### config.mk
export PLATFORM = sky130hd
export DESIGN_NAME = mem_ctrl_flat
export DESIGN_NICKNAME = d
export VERILOG_FILES = /design/src/rtl/mem_ctrl_pkg.sv /design/src/rtl/mem_ctrl_if.sv /design/src/rtl/mem_ctrl_arbiter.sv /design/src/rtl/mem_ctrl.sv /design/src/flat_wrapper.sv
export SDC_FILE = /design/constraint.sdc
export NUM_CORES = 1
export LEC_CHECK = 0
export BUFFER_PORTS_ARGS = -buffer_cell sky130_fd_sc_hd__buf_2
export CAP_MARGIN = 20
export CORE_MARGIN = 2
export CORE_UTILIZATION = 45
export DETAILED_ROUTE_END_ITERATION = 7
export PLACE_DENSITY = 0.69
export SLEW_MARGIN = 10
export SYNTH_ARGS = -nofsm -noshare
export SYNTH_HDL_FRONTEND = slang
export SYNTH_SLANG_ARGS = --single-unit
### constraint.sdc
create_clock -name clk_in -period 7.59 [get_ports clk_in]
set_clock_uncertainty 0.2 [all_clocks]
set_input_delay 1.518 -clock clk_in [delete_from_list [all_inputs] [get_ports clk_in]]
set_output_delay 1.518 -clock clk_in [all_outputs]
set_load 0.03 [all_outputs]
### src/rtl/mem_ctrl_pkg.sv
// ============================================================================
// Module      : mem_ctrl_pkg
// Description : Shared encodings, FSM state type and byte helpers for mem_ctrl.
//               State IO_WAIT exists only when MEM_CTRL_IO_STALL_EN is defined.
// Revision    : 1.0 - initial release
// ============================================================================
`default_nettype none

package mem_ctrl_pkg;

    localparam logic [1:0] WIDTH_BYTE = 2'd0;
    localparam logic [1:0] WIDTH_HALF = 2'd1;
    localparam logic [1:0] WIDTH_WORD = 2'd2;

    localparam logic Q_READ  = 1'b0;
    localparam logic Q_WRITE = 1'b1;

    localparam logic OWNER_LSB  = 1'b0;
    localparam logic OWNER_INST = 1'b1;

`ifdef MEM_CTRL_IO_STALL_EN
    typedef enum logic [1:0] {
        IDLE    = 2'd0,
        READ    = 2'd1,
        WRITE   = 2'd2,
        IO_WAIT = 2'd3
    } state_t;
`else
    typedef enum logic [1:0] {
        IDLE  = 2'd0,
        READ  = 2'd1,
        WRITE = 2'd2
    } state_t;
`endif

    function automatic logic [2:0] width_to_bytes(input logic [1:0] width);
        case (width)
            WIDTH_BYTE: return 3'd1;
            WIDTH_HALF: return 3'd2;
            default:    return 3'd4;
        endcase
    endfunction

    function automatic logic [31:0] place_byte(input logic [7:0] b, input logic [1:0] idx);
        logic [31:0] r;
        r = '0;
        r[{idx, 3'b000} +: 8] = b;
        return r;
    endfunction

    function automatic logic [7:0] pick_byte(input logic [31:0] d, input logic [1:0] idx);
        return d[{idx, 3'b000} +: 8];
    endfunction

endpackage

`default_nettype wire

### src/rtl/mem_ctrl_if.sv
// ============================================================================
// Module      : mem_ctrl_if
// Description : LSB and instruction-fetch query/reply bundle for mem_ctrl.
// Revision    : 1.0 - initial release
// ============================================================================
`default_nettype none

interface mem_ctrl_if;

    logic        mem_query_en;
    logic        mem_query_type;
    logic [31:0] mem_query_addr;
    logic [1:0]  mem_data_width;
    logic [31:0] mem_query_data;
    logic        mem_reply_en;
    logic [31:0] mem_reply_data;

    logic        inst_query_en;
    logic [31:0] inst_query_addr;
    logic        inst_reply_en;
    logic [31:0] inst_reply_data;

    modport master (
        output mem_query_en, mem_query_type, mem_query_addr, mem_data_width, mem_query_data,
        output inst_query_en, inst_query_addr,
        input  mem_reply_en, mem_reply_data, inst_reply_en, inst_reply_data
    );

    modport slave (
        input  mem_query_en, mem_query_type, mem_query_addr, mem_data_width, mem_query_data,
        input  inst_query_en, inst_query_addr,
        output mem_reply_en, mem_reply_data, inst_reply_en, inst_reply_data
    );

endinterface

`default_nettype wire

### src/rtl/mem_ctrl_arbiter.sv
// ============================================================================
// Module      : mem_arbiter
// Description : Combinational fixed-priority grant, LSB over fetch, with the
//               winning port's operands muxed onto a single query.
// Revision    : 1.0 - initial release
// ============================================================================
`default_nettype none

module mem_arbiter
    import mem_ctrl_pkg::*;
#(
    parameter int ADDR_WIDTH = 32
) (
    input  logic                  lsb_req,
    input  logic                  lsb_type,
    input  logic [ADDR_WIDTH-1:0] lsb_addr,
    input  logic [1:0]            lsb_width,
    input  logic [31:0]           lsb_data,
    input  logic                  inst_req,
    input  logic [ADDR_WIDTH-1:0] inst_addr,
    output logic                  grant_valid,
    output logic                  grant_owner,
    output logic                  grant_type,
    output logic [ADDR_WIDTH-1:0] grant_addr,
    output logic [1:0]            grant_width,
    output logic [31:0]           grant_data
);

    always_comb begin
        grant_valid = lsb_req | inst_req;
        grant_owner = OWNER_INST;
        grant_type  = Q_READ;
        grant_addr  = inst_addr;
        grant_width = WIDTH_WORD;
        grant_data  = '0;
        if (lsb_req) begin
            grant_owner = OWNER_LSB;
            grant_type  = lsb_type;
            grant_addr  = lsb_addr;
            grant_width = lsb_width;
            grant_data  = lsb_data;
        end
    end

endmodule

`default_nettype wire

### src/rtl/mem_ctrl.sv
// ============================================================================
// Module      : mem_ctrl
// Description : Serialises LSB load/store and fetch queries onto a byte-wide
//               synchronous RAM bus. Optional MEM_CTRL_IO_STALL_EN holds IO
//               writes while the IO output buffer is full.
// Revision    : 1.0 - initial release
// ============================================================================
`default_nettype none

module mem_ctrl
    import mem_ctrl_pkg::*;
#(
    parameter int         ADDR_WIDTH  = 32,
    parameter logic [1:0] IO_ADDR_TAG = 2'b11
) (
    input  logic                  clk_in,
    input  logic                  rst_n_in,
    input  logic                  rdy_in,
    input  logic [7:0]            mem_din,
    output logic [7:0]            mem_dout,
    output logic [ADDR_WIDTH-1:0] mem_a,
    output logic                  mem_wr,
    input  logic                  io_buffer_full,
    mem_ctrl_if.slave             bus,
    input  logic                  flush_signal
);

    state_t                r_state, w_state;
    logic [ADDR_WIDTH-1:0] r_addr, w_addr;
    logic [31:0]           r_data, w_data;
    logic [2:0]            r_nbytes, w_nbytes;
    logic                  r_owner, w_owner;
    logic [2:0]            r_step, w_step;
    logic [31:0]           r_rdata, w_rdata;
    logic [ADDR_WIDTH-1:0] r_mem_a, w_mem_a;
    logic [7:0]            r_dout, w_dout;
    logic                  r_wr, w_wr;
    logic                  r_mem_reply_en, w_mem_reply_en;
    logic [31:0]           r_mem_reply_data, w_mem_reply_data;
    logic                  r_inst_reply_en, w_inst_reply_en;
    logic [31:0]           r_inst_reply_data, w_inst_reply_data;

    logic [1:0]            w_cap_idx;
    logic [31:0]           w_captured;
    logic [ADDR_WIDTH-1:0] w_step_addr;

    logic                  w_g_valid, w_g_owner, w_g_type;
    logic [ADDR_WIDTH-1:0] w_g_addr;
    logic [1:0]            w_g_width;
    logic [31:0]           w_g_data;

    // A port whose reply is on the wire this cycle still shows its old query; mask it.
    mem_arbiter #(
        .ADDR_WIDTH (ADDR_WIDTH)
    ) u_arbiter (
        .lsb_req     (bus.mem_query_en & ~r_mem_reply_en),
        .lsb_type    (bus.mem_query_type),
        .lsb_addr    (ADDR_WIDTH'(bus.mem_query_addr)),
        .lsb_width   (bus.mem_data_width),
        .lsb_data    (bus.mem_query_data),
        .inst_req    (bus.inst_query_en & ~r_inst_reply_en),
        .inst_addr   (ADDR_WIDTH'(bus.inst_query_addr)),
        .grant_valid (w_g_valid),
        .grant_owner (w_g_owner),
        .grant_type  (w_g_type),
        .grant_addr  (w_g_addr),
        .grant_width (w_g_width),
        .grant_data  (w_g_data)
    );

`ifndef MEM_CTRL_IO_STALL_EN
    logic w_unused_io;
    assign w_unused_io = ^{io_buffer_full, IO_ADDR_TAG};
`endif

    always_ff @(posedge clk_in) begin
        if (!rst_n_in) begin
            r_state           <= IDLE;
            r_addr            <= '0;
            r_data            <= '0;
            r_nbytes          <= '0;
            r_owner           <= OWNER_LSB;
            r_step            <= '0;
            r_rdata           <= '0;
            r_mem_a           <= '0;
            r_dout            <= '0;
            r_wr              <= 1'b0;
            r_mem_reply_en    <= 1'b0;
            r_mem_reply_data  <= '0;
            r_inst_reply_en   <= 1'b0;
            r_inst_reply_data <= '0;
        end else begin
            r_state           <= w_state;
            r_addr            <= w_addr;
            r_data            <= w_data;
            r_nbytes          <= w_nbytes;
            r_owner           <= w_owner;
            r_step            <= w_step;
            r_rdata           <= w_rdata;
            r_mem_a           <= w_mem_a;
            r_dout            <= w_dout;
            r_wr              <= w_wr;
            r_mem_reply_en    <= w_mem_reply_en;
            r_mem_reply_data  <= w_mem_reply_data;
            r_inst_reply_en   <= w_inst_reply_en;
            r_inst_reply_data <= w_inst_reply_data;
        end
    end

    // r_step is the index k of the coming edge, counted from the acceptance edge.
    always_comb begin
        w_state           = r_state;
        w_addr            = r_addr;
        w_data            = r_data;
        w_nbytes          = r_nbytes;
        w_owner           = r_owner;
        w_step            = r_step;
        w_rdata           = r_rdata;
        w_mem_a           = r_mem_a;
        w_dout            = r_dout;
        w_wr              = r_wr;
        w_mem_reply_en    = 1'b0;
        w_mem_reply_data  = r_mem_reply_data;
        w_inst_reply_en   = 1'b0;
        w_inst_reply_data = r_inst_reply_data;
        w_cap_idx         = 2'(r_step - 3'd2);
        w_captured        = r_rdata | place_byte(mem_din, w_cap_idx);
        w_step_addr       = r_addr + ADDR_WIDTH'(r_step);

        if (!rdy_in) begin
            // RAM pipeline is lost while paused: re-present byte 0 so the resume edge acts as k=1.
            if (r_state == READ) begin
                w_mem_a = r_addr;
                w_step  = 3'd1;
                w_rdata = '0;
            end
        end else begin
            case (r_state)
                IDLE: begin
                    if (!flush_signal && w_g_valid) begin
                        w_addr   = w_g_addr;
                        w_data   = w_g_data;
                        w_nbytes = width_to_bytes(w_g_width);
                        w_owner  = w_g_owner;
                        w_step   = 3'd1;
                        w_rdata  = '0;
                        w_mem_a  = w_g_addr;
`ifdef MEM_CTRL_IO_STALL_EN
                        if (w_g_type == Q_WRITE && w_g_addr[17:16] == IO_ADDR_TAG && io_buffer_full) begin
                            w_state = IO_WAIT;
                            w_wr    = 1'b0;
                        end else
`endif
                        if (w_g_type == Q_WRITE) begin
                            w_state = WRITE;
                            w_dout  = w_g_data[7:0];
                            w_wr    = 1'b1;
                        end else begin
                            w_state = READ;
                            w_wr    = 1'b0;
                        end
                    end
                end

                READ: begin
                    if (flush_signal) begin
                        w_state = IDLE;
                        w_mem_a = '0;
                    end else begin
                        if (r_step < r_nbytes) begin
                            w_mem_a = w_step_addr;
                        end
                        if (r_step == r_nbytes + 3'd1) begin
                            w_state = IDLE;
                            w_mem_a = '0;
                            if (r_owner == OWNER_LSB) begin
                                w_mem_reply_en   = 1'b1;
                                w_mem_reply_data = w_captured;
                            end else begin
                                w_inst_reply_en   = 1'b1;
                                w_inst_reply_data = w_captured;
                            end
                        end else begin
                            if (r_step >= 3'd2) begin
                                w_rdata = w_captured;
                            end
                            w_step = r_step + 3'd1;
                        end
                    end
                end

                WRITE: begin
                    if (r_step < r_nbytes) begin
                        w_mem_a = w_step_addr;
                        w_dout  = pick_byte(r_data, r_step[1:0]);
                        w_wr    = 1'b1;
                        w_step  = r_step + 3'd1;
                    end else begin
                        w_state          = IDLE;
                        w_mem_a          = '0;
                        w_dout           = '0;
                        w_wr             = 1'b0;
                        w_mem_reply_en   = 1'b1;
                        w_mem_reply_data = '0;
                    end
                end

`ifdef MEM_CTRL_IO_STALL_EN
                IO_WAIT: begin
                    if (!io_buffer_full) begin
                        w_state = WRITE;
                        w_mem_a = r_addr;
                        w_dout  = r_data[7:0];
                        w_wr    = 1'b1;
                        w_step  = 3'd1;
                    end
                end
`endif

                default: begin
                    w_state = IDLE;
                end
            endcase
        end
    end

    assign mem_a                = r_mem_a;
    assign mem_dout             = r_dout;
    assign mem_wr               = r_wr & rdy_in;
    assign bus.mem_reply_en     = r_mem_reply_en;
    assign bus.mem_reply_data   = r_mem_reply_data;
    assign bus.inst_reply_en    = r_inst_reply_en;
    assign bus.inst_reply_data  = r_inst_reply_data;

endmodule

`default_nettype wire

### src/flat_wrapper.sv
// flat-port wrapper written by rule: the top's interface ports become plain ports
module mem_ctrl_flat import mem_ctrl_pkg::*;
#(
    parameter int         ADDR_WIDTH  = 32,
    parameter logic [1:0] IO_ADDR_TAG = 2'b11
)
  (clk_in, rst_n_in, rdy_in, mem_din, mem_dout, mem_a, mem_wr, io_buffer_full, flush_signal, bus_mem_query_en, bus_mem_query_type, bus_mem_query_addr, bus_mem_data_width, bus_mem_query_data, bus_inst_query_en, bus_inst_query_addr, bus_mem_reply_en, bus_mem_reply_data, bus_inst_reply_en, bus_inst_reply_data);
  mem_ctrl_if bus_i ();
  input  logic clk_in;
  input  logic rst_n_in;
  input  logic rdy_in;
  input  logic [7:0] mem_din;
  output logic [7:0] mem_dout;
  output logic [ADDR_WIDTH-1:0] mem_a;
  output logic mem_wr;
  input  logic io_buffer_full;
  input  logic flush_signal;
  input wire logic [$bits(bus_i.mem_query_en)-1:0] bus_mem_query_en;
  input wire logic [$bits(bus_i.mem_query_type)-1:0] bus_mem_query_type;
  input wire logic [$bits(bus_i.mem_query_addr)-1:0] bus_mem_query_addr;
  input wire logic [$bits(bus_i.mem_data_width)-1:0] bus_mem_data_width;
  input wire logic [$bits(bus_i.mem_query_data)-1:0] bus_mem_query_data;
  input wire logic [$bits(bus_i.inst_query_en)-1:0] bus_inst_query_en;
  input wire logic [$bits(bus_i.inst_query_addr)-1:0] bus_inst_query_addr;
  output wire logic [$bits(bus_i.mem_reply_en)-1:0] bus_mem_reply_en;
  output wire logic [$bits(bus_i.mem_reply_data)-1:0] bus_mem_reply_data;
  output wire logic [$bits(bus_i.inst_reply_en)-1:0] bus_inst_reply_en;
  output wire logic [$bits(bus_i.inst_reply_data)-1:0] bus_inst_reply_data;
  assign bus_i.mem_query_en = bus_mem_query_en;
  assign bus_i.mem_query_type = bus_mem_query_type;
  assign bus_i.mem_query_addr = bus_mem_query_addr;
  assign bus_i.mem_data_width = bus_mem_data_width;
  assign bus_i.mem_query_data = bus_mem_query_data;
  assign bus_i.inst_query_en = bus_inst_query_en;
  assign bus_i.inst_query_addr = bus_inst_query_addr;
  assign bus_mem_reply_en = bus_i.mem_reply_en;
  assign bus_mem_reply_data = bus_i.mem_reply_data;
  assign bus_inst_reply_en = bus_i.inst_reply_en;
  assign bus_inst_reply_data = bus_i.inst_reply_data;
  mem_ctrl #(.ADDR_WIDTH(ADDR_WIDTH), .IO_ADDR_TAG(IO_ADDR_TAG)) u_core (.clk_in(clk_in), .rst_n_in(rst_n_in), .rdy_in(rdy_in), .mem_din(mem_din), .mem_dout(mem_dout), .mem_a(mem_a), .mem_wr(mem_wr), .io_buffer_full(io_buffer_full), .bus(bus_i), .flush_signal(flush_signal));
endmodule
**After elaboration in Yosys (flattened, before gate mapping)**

Cells that the tools add are included.

- $add $sub $neg: 5
- $lt $le $gt $ge: 2
- Eq/ne operators: 17
- Shift operators: 3
- Muxes and demuxes: 53
- Bitwise operators: 13
- Reductions and logical operators: 20

Operators with widths:

| operator | number |
|---|---|
| 2-to-1 mux 32 bit | 19 |
| case mux 32 bit (2 select lines) | 2 |
| case mux 32 bit (3 select lines) | 1 |
| adder 32 x 3 -> 32 bit | 1 |
| AND 32 bit | 1 |
| bitwise OR 32 bit | 1 |
| variable shift 8 x 7 -> 32 bit, first input constant | 1 |
| indexed part select 32 x 6 -> 8 bit | 1 |
| indexed part select 8 x 7 -> 32 bit | 1 |
| 2-to-1 mux 8 bit | 3 |
| 2-to-1 mux 3 bit | 6 |
| AND reduction 6 bit | 3 |
| case mux 8 bit (2 select lines) | 1 |
| 2-to-1 mux 2 bit | 6 |
| inequality test 3 bit, second input constant | 4 |
| AND reduction 4 bit | 3 |
| 2-to-1 mux 1 bit | 10 |
| inequality test 2 bit, second input constant | 5 |
| case mux 3 bit (3 select lines) | 1 |
| nonzero test 2 bit | 4 |
| negation 5 -> 7 bit | 1 |
| inverter 1 bit | 7 |
| adder 3 x 1 -> 3 bit, second input constant | 2 |
| inequality test 3 x 2 -> 1 bit, second input constant | 2 |
| other kinds (21) | 27 |

- Register bits after elaboration: 212
- Input bits: 114

**Logic depth before layout (Yosys ltp)**

- Depth in word-level cells: 10
- Gate-level depth with buffers: 10

**Cells and area by module**

A second synthesis with hierarchy kept.

- Cells, all modules: 1273
- Area total of the unflattened synthesis: 10749.1 µm²

Modules (own cells, without submodules):

| module | times used | cells each | area each (µm²) | seq. area each (µm²) |
|---|---|---|---|---|
| mem_ctrl | 1 | 1197 | 10117.2 | 4244.1 |
| mem_arbiter | 1 | 76 | 631.9 | 0.0 |

**Worst setup path after synthesis**

No wires, ideal clock.

- Path type: input to output
- Start point: in rdy_in
- End point: out mem_wr
- Data arrival time: 2.490 ns
- Data required time: 5.872 ns
- Path slack: 3.382 ns
- Cell stages on the path: 4
- Cell sequence: clkbuf_8 -> clkbuf_1 -> clkbuf_1 -> and2_1

- Cells in the longest elaborated chain, start to end: 1

RTL lines:

| element | RTL line | text |
|---|---|---|
| start, declared | flat_wrapper.sv:11 | `input logic rdy_in;` |
| AND 1 bit | mem_ctrl.sv:229 | `assign mem_wr = r_wr & rdy_in;` |
| end, declared | flat_wrapper.sv:15 | `output logic mem_wr;` |

Every way passes these cells.

**Worst setup path after layout**

Ends and elaborated chain as after synthesis.

==> results.txt <==
- The flow ran to the end, and the final reports show no timing, DRC or antenna violations.
- Complex-gate fraction of the synthesized area: 26.3%
* Area growth, synth to finish: 18.9%
- Routability-driven placement finished with a final weighted congestion of 0.841.
- I/O pin cnt: 221
* CP most frequent cell: sky130_fd_sc_hd__buf_2
- Synthesis inferred 212 register bits.
* Maximum buffer depth of the clock tree: 3
- Per-instance average area after synthesis: 9.19 µm²
- Fraction of final layout cells sized beyond drive strength 1: 26.8%
* Max transition margin: 30.7%
* Antenna violation net count after detailed routing: 0
- After detailed routing, the average wire length per cell comes to 17.1 µm.
* Maximum resistive drop on vdd: 0.138 mV
- Tmin final: 4.40 ns
- Finish-stage setup viols: 0
- The slowest stage of the critical path belongs to the cell sky130_fd_sc_hd__buf_2.
- Kind of end point of the critical path: primary output
* Simple-gate portion of the synthesized area: 15.4%
* PortBufs: 219
- Number of core rows: 54
- In the routed layout, each cell is associated on average with a via count of 5.66.
- Setup repair after global routing left no endpoint under its margin.
- Measured along the x axis, the die boundary spans 152 µm.
- After floorplanning, the core was sized to cover 0.0217 mm².
- The first global-routing pass estimated 42500 µm of wire.
- After layout, the worst path uses 58.0% of the clock period.
- Sequential cell area fraction in the yosys report: 43.1%
* Post-synthesis share of cell area spent on full adders, half adders and majority gates: 1.98%
- Peak fanout along the critical path: 56
- By area, the combinational part of the netlist is dominated by compound AO/OA/AOI/OAI gates.
- CTS hold repair buffers: 0
* Detailed placement HPWL: 17400 µm
- Synthesis produced 1072 cells.
- Counting every net in the synthesized netlist gives 1201.
- Counting flops with a built-in enable in the synthesized netlist gives 0.
- For this run, design rule violations remaining after detail routing come to 0.
- The number of setup buffers added after CTS is 0.
- Clock tree from TritonCTS: built
* Final Worst Setup Slack: 3.19 ns
- Upper clock frequency limit: 227 MHz
* TritonCTS Sinks: 212
- Filler Cells Inserted: 2044
* Number of warnings issued by yosys: 0
* Total of max-cap violations: 0
- Power spread over the standard cell area amounts to 229 mW/mm².
- Number of antenna violations at the first check in global routing: 4
* Post-route insts no fill: 1531
* Via count: 8672
- Final hold vios: 0
- List of cells traversed by the critical path: buf_2, and2_1, buf_2
- In this run the number of H-tree levels came out at 1.
- The number of slew-limit violations in the final report was 0.
- Aggregate routed wire length: 26300 µm
- The clock reaches the later pin of the worst-skew pair after 0.51 ns.
* Total negative setup slack: 0 ns
* DP Cell Count: 1487
* Primary flip-flop cell chosen by synthesis mapping: sky130_fd_sc_hd__dfxtp_1
* Worst Setup Start Kind: input port
- Worst slew pin tran: 1.04 ns
* Share of synthesized area spent on multiplexers: 5.73%
- The die covers 0.0231 mm².
- Via count of the first global-routing pass: 8057
- Pre-CTS setup slack: 3.12 ns
- Clock tree synthesis inserted a total of 23 buffers.
- In this design, the stage delay of the slowest critical-path cell is 0.73 ns.
- GRT Util Overall: 21.8%
* Library cell used as clock root buffer: sky130_fd_sc_hd__clkbuf_16
- Standby leakage power: 4.62 nW
- The mapped netlist covers 0.00985 mm².
- Family with the most delay on the worst path: buffers and inverters
- The critical path is of the in2out type.
- At the worst endpoint, the required time is 5.87 ns.
* Maximum number of pins on one net before global-route repair: 102
* Clock transition at path regs: 0.06 ns
* NumNets Final: 1361
- Die Ht: 152 µm
* Type of the most critical hold path: reg2reg
- Distinct cell type count after synthesis: 73
- In this run, post-CTS repair resized a total of 0 instances.
- Of the total synthesized cell area, the portion taken by XOR and XNOR cells is 1.49%.
- Initial detailed-routing violation count: 509
- Initial standard-cell utilization of the core: 45.4%
- The critical path contains buffers and inverters numbering 2 combined.
- First-pass detailed-route iteration total: 5
- Share of synthesized registers carrying an async set or reset: 0%
- The total overflow left after global routing is 0.
* Arrival time of the worst setup path: 2.68 ns
-- where the power goes --
| group | internal [mW] | leakage [nW] | total (mW) | switching (mW) |
|---|---|---|---|---|
| sequential | 1.16 | 1.72 | 1.20 | 0.0404 |
| combinational | 0.123 | 2.52 | 0.360 | 0.236 |
| clock | 0.667 | 0.381 | 1.12 | 0.455 |
-- through the flow --
| step | power, mW | area (µm²) | hold slack [ns] | utilization (%) |
|---|---|---|---|---|
| floorplan | 1.47 | 9850 | 0.229 | - |
| CTS | 2.70 | 11700 | 0.254 | 54.0 |
| detailed placement | 1.58 | 10900 | 0.245 | 50.4 |
| global route | 2.78 | 11700 | 0.271 | 54.0 |
| finish | 2.68 | 11700 | 0.253 | 54.0 |
| global placement | 1.57 | 10900 | 0.237 | 50.4 |
-- cell usage after synthesis, drive strengths merged (25+ instances only) --
cell / instances / area share [%]
nand2: 68 / 2.6
a22o: 32 / 2.8
a211oi: 67 / 5.1
buf: 25 / 1.4
nor2: 122 / 4.9
mux2i: 35 / 3.6
o2bb2ai: 32 / 4.7
nand3: 46 / 2.3
a21oi: 96 / 5.0
clkbuf: 62 / 2.7
o21ai: 44 / 2.2
dfxtp: 212 / 43
inv: 27 / 1.0
-- final timing paths --
path         depth (start not counted)  slack, ns              start                end
max                                  3       3.19             rdy_in             mem_wr
min reg2reg                          2       0.25  u_core.r_data[22]  u_core.r_data[22]
max reg2reg                          9       3.64   u_core.r_step[0]   u_core.mem_a[22]
min                                  2       0.25  u_core.r_data[22]  u_core.r_data[22]
-- routing by layer --
metal / global-route usage, % / share of wire (%)
met1: 30.4 / 46
met2: 34.9 / 46
met3: 3.85 / 6.2
met4: 5.96 / 2.2
met5: 0 / 0.050
-- cells in the final DEF (no fill, tap or decap), types with 14 or more instances in the layout --
| master | count |
|---|---|
| sky130_fd_sc_hd__inv_1 | 27 |
| sky130_fd_sc_hd__o21ai_0 | 43 |
| sky130_fd_sc_hd__nand2_1 | 68 |
| sky130_fd_sc_hd__a211oi_1 | 66 |
| sky130_fd_sc_hd__o32ai_1 | 15 |
| sky130_fd_sc_hd__dfxtp_1 | 212 |
| sky130_fd_sc_hd__mux2i_1 | 35 |
| sky130_fd_sc_hd__o2bb2ai_2 | 30 |
| sky130_fd_sc_hd__clkbuf_16 | 23 |
| sky130_fd_sc_hd__a21oi_1 | 94 |
| sky130_fd_sc_hd__nand3_1 | 46 |
| sky130_fd_sc_hd__ha_1 | 14 |
| sky130_fd_sc_hd__nor2_1 | 117 |
| sky130_fd_sc_hd__nor4_1 | 14 |
| sky130_fd_sc_hd__a22o_1 | 32 |
| sky130_fd_sc_hd__buf_2 | 219 |
-- registers in the layout, indices dropped and copies added, names as in the netlist, 2 cells and up --
name                        flops
u_core.bus.inst_reply_data     32
u_core.bus.mem_reply_data      32
u_core.mem_a                   32
u_core.mem_dout                 8
u_core.r_addr                  32
u_core.r_data                  32
u_core.r_nbytes                 3
u_core.r_rdata                 32
u_core.r_state                  2
u_core.r_step                   3
-- tightest hold or removal path, stage by stage (launching register included) --
cell and delay [ns]:
sky130_fd_sc_hd__dfxtp_1 0.31, sky130_fd_sc_hd__nand2_1 0.05, sky130_fd_sc_hd__a21oi_1 0.05
-- area by class of cell --
type / count / area, µm² / share of cell area, %
Inverter: 29 / 110 / 0.940
Clock buffer: 33 / 693 / 5.92
Multi-Input combinational cell: 736 / 5060 / 43.2
Tap cell: 280 / 350 / 2.99
Clock inverter: 8 / 71.3 / 0.609
Sequential cell: 212 / 4240 / 36.2
Timing Repair Buffer: 230 / 1180 / 10.1
Antenna cell: 3 / 7.51 / 0.0641
-- cells by family (layout without fill, tap and decap cells) --
family,after synthesis,after routing
AOI/OAI and AO/OA,345,345
and+or+nand+nor,315,315
DFF,212,212
buffers and inverters,124,300
muxes,46,46
adders and majority gates,15,15
xor gates and xnor gates,15,15
other,0,3
No activity file was read; power rests on OpenSTA's default activity.
